--- config.mk ---
export PLATFORM = sky130hd
export DESIGN_NAME = bank_controller
export DESIGN_NICKNAME = d
export VERILOG_FILES = /design/src/rtl/bank_controller_pkg.sv /design/src/rtl/bank_controller_byte_lane_router.sv /design/src/rtl/bank_controller.sv
export SDC_FILE = /design/constraint.sdc
export NUM_CORES = 1
export LEC_CHECK = 0
export CORE_AREA = 4 4 137 100
export CTS_CLUSTER_DIAMETER = 200
export DETAILED_ROUTE_END_ITERATION = 10
export DIE_AREA = 0 0 141 104
export PLACE_DENSITY_LB_ADDON = 0.08
export SYNTH_ARGS = -nofsm -noshare
export SYNTH_HDL_FRONTEND = slang
export SYNTH_SLANG_ARGS = --single-unit
--- constraint.sdc ---
create_clock -name clk_i -period 4 [get_ports clk_i]
set_input_delay 1 -clock clk_i [delete_from_list [all_inputs] [get_ports clk_i]]
set_output_delay 1 -clock clk_i [all_outputs]
set_load 0.01 [all_outputs]
--- src/rtl/bank_controller_pkg.sv ---
// Shared types for the byte-banked memory controller: transfer sizes,
// FSM states and the fixed bank count.
package bank_controller_pkg;

    localparam int BANKS_COUNT = 4;

    typedef enum logic [1:0] {
        BYTE    = 2'b00,
        HALF    = 2'b01,
        WORD    = 2'b10,
        ILLEGAL = 2'b11
    } size_e;

    typedef enum logic [1:0] {
        IDLE    = 2'b00,
        ACCESS  = 2'b01,
        RESPOND = 2'b10
    } state_e;

    function automatic logic [2:0] size_bytes(input logic [1:0] size);
        case (size)
            2'b00:   return 3'd1;
            2'b01:   return 3'd2;
            default: return 3'd4;
        endcase
    endfunction

endpackage

--- src/rtl/bank_controller_byte_lane_router.sv ---
// Combinational lane steering: byte k of an access lives in bank (offset+k) mod 4,
// and banks below the offset sit one row further on.
module bank_controller_byte_lane_router
    import bank_controller_pkg::*;
#(
    parameter int ADDR_W = 12
) (
    input  logic [1:0]                    offset,
    input  logic [1:0]                    size,
    input  logic [ADDR_W-1:0]             row,
    input  logic                          sign_ext,
    input  logic [31:0]                   wdata,
    input  logic [BANKS_COUNT*8-1:0]      rdata,
    output logic [BANKS_COUNT-1:0]        enable,
    output logic [BANKS_COUNT*ADDR_W-1:0] address,
    output logic [BANKS_COUNT*8-1:0]      bank_wdata,
    output logic [31:0]                   load_data
);

    logic [2:0]  nbytes;
    logic [1:0]  lane;
    logic [1:0]  sel;
    logic [31:0] raw;

    always_comb begin
        enable     = '0;
        address    = '0;
        bank_wdata = '0;
        load_data  = '0;
        raw        = '0;
        lane       = '0;
        sel        = '0;
        nbytes     = size_bytes(size);

        for (int b = 0; b < BANKS_COUNT; b++) begin
            lane = 2'(b) - offset;
            if ({1'b0, lane} < nbytes) begin
                enable[b] = 1'b1;
                // row + 1 wraps to row 0 naturally at the top of the bank
                address[b*ADDR_W +: ADDR_W] = (2'(b) < offset) ? row + 1'b1 : row;
                bank_wdata[b*8 +: 8] = wdata[{lane, 3'b000} +: 8];
            end
        end

        for (int k = 0; k < BANKS_COUNT; k++) begin
            sel = offset + 2'(k);
            raw[k*8 +: 8] = rdata[{sel, 3'b000} +: 8];
        end

        case (size)
            BYTE:    load_data = {{24{sign_ext & raw[7]}}, raw[7:0]};
            HALF:    load_data = {{16{sign_ext & raw[15]}}, raw[15:0]};
            default: load_data = raw;
        endcase
    end

endmodule

--- src/rtl/bank_controller.sv ---
// Single-request controller over four byte-wide banks: accept in IDLE, one bank
// cycle in ACCESS, one-cycle response in RESPOND.
module bank_controller
    import bank_controller_pkg::*;
#(
    parameter int  MEMORY_SIZE = 4096,
    parameter int  BANKS_COUNT = 4,
    localparam int ADDR_W      = $clog2(MEMORY_SIZE)
) (
    input  logic                          clk_i,
    input  logic                          rst_i,
    input  logic                          req_valid_i,
    output logic                          req_ready_o,
    input  logic [ADDR_W+1:0]             req_address_i,
    input  logic                          req_write_i,
    input  logic [1:0]                    req_size_i,
    input  logic                          req_signed_i,
    input  logic [31:0]                   req_data_i,
    output logic                          rsp_valid_o,
    output logic [31:0]                   rsp_data_o,
    output logic                          rsp_error_o,
    output logic [BANKS_COUNT-1:0]        bank_enable_o,
    output logic [BANKS_COUNT-1:0]        bank_write_o,
    output logic [BANKS_COUNT*ADDR_W-1:0] bank_address_o,
    output logic [BANKS_COUNT*8-1:0]      bank_wdata_o,
    input  logic [BANKS_COUNT*8-1:0]      bank_rdata_i,
    output logic [1:0]                    dbg_state_o
);

    state_e              state, state_next;
    logic [ADDR_W-1:0]   row_q;
    logic [1:0]          offset_q;
    logic                write_q;
    size_e               size_q;
    logic                signed_q;
    logic [31:0]         data_q;

    logic [BANKS_COUNT-1:0]        route_en;
    logic [BANKS_COUNT*ADDR_W-1:0] route_addr;
    logic [BANKS_COUNT*8-1:0]      route_wdata;
    logic [31:0]                   load_data;

    // Handshake: a request transfers on a rising edge where req_valid_i and
    // req_ready_o are both high; ready is high only in IDLE, so inputs are
    // ignored in every other state. Responses have no backpressure.
    always_ff @(posedge clk_i or posedge rst_i) begin
        if (rst_i) begin
            state    <= IDLE;
            row_q    <= '0;
            offset_q <= '0;
            write_q  <= 1'b0;
            size_q   <= BYTE;
            signed_q <= 1'b0;
            data_q   <= '0;
        end else begin
            state <= state_next;
            if (state == IDLE && req_valid_i) begin
                row_q    <= req_address_i[ADDR_W+1:2];
                offset_q <= req_address_i[1:0];
                write_q  <= req_write_i;
                size_q   <= size_e'(req_size_i);
                signed_q <= req_signed_i;
                data_q   <= req_data_i;
            end
        end
    end

    bank_controller_byte_lane_router #(.ADDR_W(ADDR_W)) u_router (
        .offset     (offset_q),
        .size       (size_q),
        .row        (row_q),
        .sign_ext   (signed_q),
        .wdata      (data_q),
        .rdata      (bank_rdata_i),
        .enable     (route_en),
        .address    (route_addr),
        .bank_wdata (route_wdata),
        .load_data  (load_data)
    );

    always_comb begin
        state_next     = state;
        req_ready_o    = 1'b0;
        bank_enable_o  = '0;
        bank_write_o   = '0;
        bank_address_o = '0;
        bank_wdata_o   = '0;
        rsp_valid_o    = 1'b0;
        rsp_error_o    = 1'b0;
        rsp_data_o     = '0;

        case (state)
            IDLE: begin
                req_ready_o = 1'b1;
                if (req_valid_i)
                    state_next = (req_size_i == ILLEGAL) ? RESPOND : ACCESS;
            end
            ACCESS: begin
                bank_enable_o  = route_en;
                bank_write_o   = route_en & {BANKS_COUNT{write_q}};
                bank_address_o = route_addr;
                bank_wdata_o   = route_wdata;
                state_next     = RESPOND;
            end
            RESPOND: begin
                rsp_valid_o = 1'b1;
                rsp_error_o = (size_q == ILLEGAL);
                // read bytes arrive from the banks during this cycle
                if (!write_q && size_q != ILLEGAL)
                    rsp_data_o = load_data;
                state_next = IDLE;
            end
            default: state_next = IDLE;
        endcase
    end

    assign dbg_state_o = state;

endmodule

### Word level (Yosys, flattened, before mapping)

Index checks and enable logic that the tools add are counted.

* flip-flop bits (word level): 52
* bits of input ports: 85
* output and inout bits: 125
* word-level logic and storage cells: 76

* add/sub/neg operators: 8
* order comparisons: 8
* eq/ne operators: 7
* shift operators: 8
* multiplexer cells: 30
* bitwise gates (word level): 3
* reduce and logical (&&, ||, !) cells: 5

Operators with widths (count)
* variable part select 32 x 6 -> 8 bit: 8
* 2-to-1 mux 12 bit: 8
* 2-to-1 mux 32 bit: 3
* case mux 32 bit (2 select lines): 1
* 2-to-1 mux 48 bit: 1
* 2-to-1 mux 8 bit: 4
* adder 12 x 1 -> 12 bit (second input constant): 1
* < comparator 2 x 3 -> 1 bit: 4
* 2-to-1 mux 4 bit: 2
* 2-to-1 mux 1 bit: 7
* equality test 2 bit (second input constant): 3
* case mux 3 bit (2 select lines): 1
* adder 2 bit (second input constant): 2
* AND 4 bit: 1
* equality test 2 x 1 -> 1 bit (second input constant): 2
* zero test 2 bit: 2
* < comparator 1 x 2 -> 1 bit (first input constant): 2
* < comparator 2 bit (first input constant): 2
* 2-to-1 mux 2 bit: 2
* inequality test 2 bit (second input constant): 2
* case mux 2 bit (2 select lines): 1
* subtractor 1 x 2 -> 2 bit (first input constant): 2
* subtractor 2 bit (first input constant): 2
* adder 2 x 1 -> 2 bit (second input constant): 1
* 3 further kinds: 5

### Longest topological paths before layout

* word-level depth: 6
* mapped depth: 14
* gate-level depth less buffers: 8

### Hierarchy

Synthesis repeated with hierarchy kept, for this count alone.

* cell total of the unflattened synthesis: 636
* area, all modules: 5943.2 µm²

By module, submodules not included
* bank_controller_byte_lane_router: times used 1, cells each 349, area an instance 3041.7 µm², seq. area each 0.0 µm²
* bank_controller: times used 1, cells each 287, area an instance 2901.5 µm², seq. area each 1301.2 µm²

### Least setup slack after synthesis

OpenSTA, ideal clock, no wires.

* kind: reg-to-output
* start: register offset_q[0]
* end: output bank_wdata_o[16]
* arrival: 2.831 ns
* data required time: 3.000 ns
* path slack: 0.169 ns
* stages on the path, launching flop included: 15
* buffers on the path: 6
* cell sequence: dfrtp_1 -> buf_2 -> buf_4 -> buf_2 -> inv_1 -> ha_1 -> buf_4 -> buf_4 -> buf_2 -> inv_1 -> ha_1 -> nand2b_1 -> o211ai_1 -> inv_1 -> and2_1

* cells in the longest elaborated chain, start to end: 4
* elaborated cells on any way between the ends: 5
* classes of those cells: add/sub (1); order compare (1); shift (1); mux (2)

RTL lines
* start: declaration: line bank_controller.sv:32 `logic [1:0] offset_q;`
* start signal: assignment: line bank_controller.sv:59 `offset_q <= req_address_i[1:0];`
* subtractor 2 bit *: line bank_controller_byte_lane_router.sv:36 `lane = 2'(b) - offset;`
* variable part select 32 x 6 -> 8 bit / < comparator 2 x 3 -> 1 bit (equally long branches): line bank_controller_byte_lane_router.sv:41, bank_controller_byte_lane_router.sv:37
* 2-to-1 mux 8 bit *: line bank_controller_byte_lane_router.sv:37 `if ({1'b0, lane} < nbytes) begin`
* 2-to-1 mux 32 bit *: line bank_controller.sv:92 `case (state)`
* end: declaration: line bank_controller.sv:25 `output logic [BANKS_COUNT*8-1:0] bank_wdata_o,`

Every way passes the cells marked *; elsewhere a longest branch is shown, timed or not.

### Worst setup path in the final report

* start: input bank_rdata_i[23]
* end: output rsp_data_o[17]

* cells in the longest elaborated chain, start to end: 5
* elaborated cells on any way between the ends: 7
* classes of those cells: shift (2); mux (3); bitwise (2)

RTL lines
* start: declaration: line bank_controller.sv:26 `input logic [BANKS_COUNT*8-1:0] bank_rdata_i,`
* variable part select 32 x 6 -> 8 bit: line bank_controller_byte_lane_router.sv:47 `raw[k*8 +: 8] = rdata[{sel, 3'b000} +: 8];`
* AND 1 bit, on equally long branches: line bank_controller_byte_lane_router.sv:52, bank_controller_byte_lane_router.sv:51
* case mux 32 bit (2 select lines) *: line bank_controller_byte_lane_router.sv:50 `case (size)`
* 2-to-1 mux 32 bit *: line bank_controller.sv:109 `if (!write_q && size_q != ILLEGAL)`
* 2-to-1 mux 32 bit *: line bank_controller.sv:92
* end: declaration: line bank_controller.sv:20 `output logic [31:0] rsp_data_o,`

Marks and branches as above.

==> impl_results.md <==
* Status: finished clean
* Initial DRC Count at 368
* Drt total wl at 18.0 mm
* Grt ovf at 0
* Worst Path Arrival at 2.92 ns
* Share of the synthesized area in the top cell type at 26.5%
* Final Hold Fails at 0
* Critical R2R Capture: data_q[4]
* Syn avg cell area at 10.5 um2
* H-tree Lvls at 2
* Fraction of registers with async set/reset at 100%
* CP top delay family: buffers and inverters
* All-layer global routing usage at 24.3%
* Fraction of layout cells with a size suffix above 1 at 23.0%
* Main area contributors after synthesis: mux4_2 26%, dfrtp_1 24%, mux2_2 11%
* Xor/xnor share of the synthesized area at 1.29%
* Static Leak at 2.82 nW
* Drt drc at 0
* Vias in the first global route at 5140
* Initial antenna violation count at 0
* Core box area at 0.0123 mm2
* WP buf/inv at 2
* Tcrit/Tclk final at 98.1%
* Post-Synth Adder-Cell Area at 1.61%
* Setup CP Type: input pin to primary output
* Tmin final at 3.92 ns
* Clock Tree Root: clkbuf_16
* Hold depth at 1
* Cell chain of the critical path: clkdlybuf4s50_1 -> mux2_1 -> o2bb2ai_4 -> o31ai_1 -> clkdlybuf4s50_1
* Most used cell, CP: clkdlybuf4s50_1
* Routed Antenna Nets at 0
* Bufs on Longest Clock Path at 2
* Worst hold path startpoint: dbg_state_o[1]
* First-pass GRT wire length at 28.8 mm
* Slowest cell on crit path: clkdlybuf4s50_1
* Yosys reg bits at 52
* Clock transition at the registers of the reported paths at 0.07 ns
* DP Cell Count at 850
* Ports at 210
* Hold crit path type: flop to flop
* Skew-Pair Late Insertion Delay at 0.30 ns
* Reg2Reg Depth at 4
* IO buf count at 209
* CTS tree: yes
* Die H at 104 um
* Via-to-Cell Ratio at 6.02
* Die Width at 141 um
* Clock skew at 0.00597 ns
* Critical path required time at 3.00 ns
* Hold worst-path end: dbg_state_o[1]
* Finished Layout Cells at 858
* Top cell type by total area after synthesis: mux4_2
* Site Rows at 34
* Pins Over Slew Limit at 0
* Syn Inst Count at 519
* 1st-pass router iterations at 5
* Post-synthesis mux area share at 38.2%
* Setup TNS at 0 ns
* Post-synthesis sequential area ratio at 23.9%
* Crit path launch type: input pin
* Synth cell count leaders: 64 x mux4_2, 52 x dfrtp_1, 51 x mux2_2, 34 x a21oi_1, 31 x o31ai_1
* Max IR drop VDD at 0.279 mV
* Max stage delay on crit path at 0.51 ns
* Maximum capacitance violations at 0
* Gp weighted congestion at 0.842
* Synth Flop Type: dfrtp_1
* Synth Area in Simple Gates at 14.7%
* DPL Wire Length at 13.3 mm
* Pin count of the biggest net entering global routing at 50
* Ant diodes at 0
* FF-to-FF setup slack at 2.03 ns
* Maximum fanout along the worst path at 16
* Worst-Margin Slew at 0.862 ns
* R2R Path Start: dbg_state_o[0]
* Final Net Count at 787
* FILL cells at 980
* Die area at 0.0147 mm2
* Count leader, synth: mux4_2
* Largest family of logic cells by synthesized area: multiplexers
* Number of synthesized flops with an enable pin at 0
* Area Growth Syn to Fin at 43.1%
* Vias at 5168
* WHS at 0.534 ns
* Initial Utilization at 44.4%
* Fmax at 255 MHz
* Worst slew margin at 42.5%
* Register area at 0.00131 mm2
* DR WL/cell at 21.0 um
* Ys Warns at 0
* Clk sink count at 52
* Setup crit end kind: primary output
* RSZ-0062 raised after global routing: no
* Syn Nets at 611
* Cell Area, Synth at 0.00545 mm2
* # setup viols final at 0
* Netlist cell types at 41
* Pwr Density at 445 mW/mm2
* Num CTS Buffers at 5
* Multi-input logic area at 0.00375 mm2
* Compound-Gate Fraction of Synth Area at 12.6%
-- cell type report --
cell class | count | share of cell area, %
clock buffers | 5 | 1.61
well taps | 162 | 2.60
inverters | 30 | 1.45
repair buffers | 230 | 29.2
flip-flops and latches | 52 | 16.8
clock inverters | 3 | 0.273
multi-input cells | 376 | 48.1
-- logic make-up (layout without fill, tap and decap cells) --
kind of cell	count (synthesis)	in the layout
muxes	121	121
DFF	52	52
buffers and inverters	91	268
adders and majority gates	7	7
and+or+nand+nor	136	136
AOI/OAI and AO/OA	104	104
xor gates and xnor gates	8	8
-- per-stage QoR --
step	total power, mW	utilization [%]	worst slack, ns	cell area, um2
after detailed placement	3.01	62.2	-0.0844	7620
after global placement	2.95	62.2	0.0505	7620
after CTS	3.48	63.5	0.0487	7780
after global routing	3.71	63.6	0.00526	7790
final	3.47	63.6	0.0763	7790
after floorplan	2.29	-	0.169	5450
-- state kept, by name, indices dropped and copies added (netlist names) --
register,flops
signed_q,1
data_q,32
row_q,12
offset_q,2
write_q,1
size_q,2
dbg_state_o,2
-- worst max-delay path by stage --
stage	from	end	slack, ns	cells past startpoint
CTS	bank_rdata_i[31]	rsp_data_o[12]	0.05	5
detailed placement	bank_rdata_i[23]	rsp_data_o[19]	-0.08	5
floorplan	offset_q[0]	bank_wdata_o[16]	0.17	14
global route	bank_rdata_i[23]	rsp_data_o[17]	0.005	5
finish	bank_rdata_i[23]	rsp_data_o[17]	0.08	5
global placement	bank_rdata_i[23]	rsp_data_o[21]	0.05	5
-- placed cells by master (no fill, tap or decap), types with 2 or more instances in the layout --
master           count
clkdlybuf4s50_1    209
mux4_2              64
mux2_2              51
dfrtp_1             50
a21oi_1             34
o31ai_1             30
inv_1               26
nand4_1             22
a211oi_1            21
nor2_1              19
buf_4               19
nand2_1             18
and2_1              16
or4_1               15
nor2b_1             10
o21ai_0             10
or3_1               10
and3_1               9
nand2b_1             8
xnor2_1              7
ha_1                 6
clkbuf_16            5
mux2i_1              4
inv_2                3
nand3_2              2
mux2_1               2
o211ai_1             2
nand3_1              2
buf_12               2
-- power by group --
| part | switching [mW] | leakage (nW) | internal, mW |
|---|---|---|---|
| registers | 0.189 | 0.608 | 0.656 |
| clock network | 0.213 | 0.0702 | 0.234 |
| logic | 1.02 | 2.14 | 1.16 |
-- layer usage --
| metal | global-route usage, % | up-vias | part of all wire (%) |
|---|---|---|---|
| met5 | 0 | - | 0 |
| met4 | 4.22 | 0 | 1.4 |
| li1 | - | 2360 | - |
| met2 | 38.0 | 217 | 47 |
| met1 | 34.0 | 2571 | 43 |
| met3 | 7.40 | 20 | 9.2 |
-- timing repair --
item | 4_1_cts | 5_1_grt
hold buffers | 0 | 0
setup buffers | 0 | 0
setup endpoints to repair | 16 | 31
gates resized for setup | 1 | 5
cloned | 0 | 0
No activity file was read; power rests on OpenSTA's default activity.
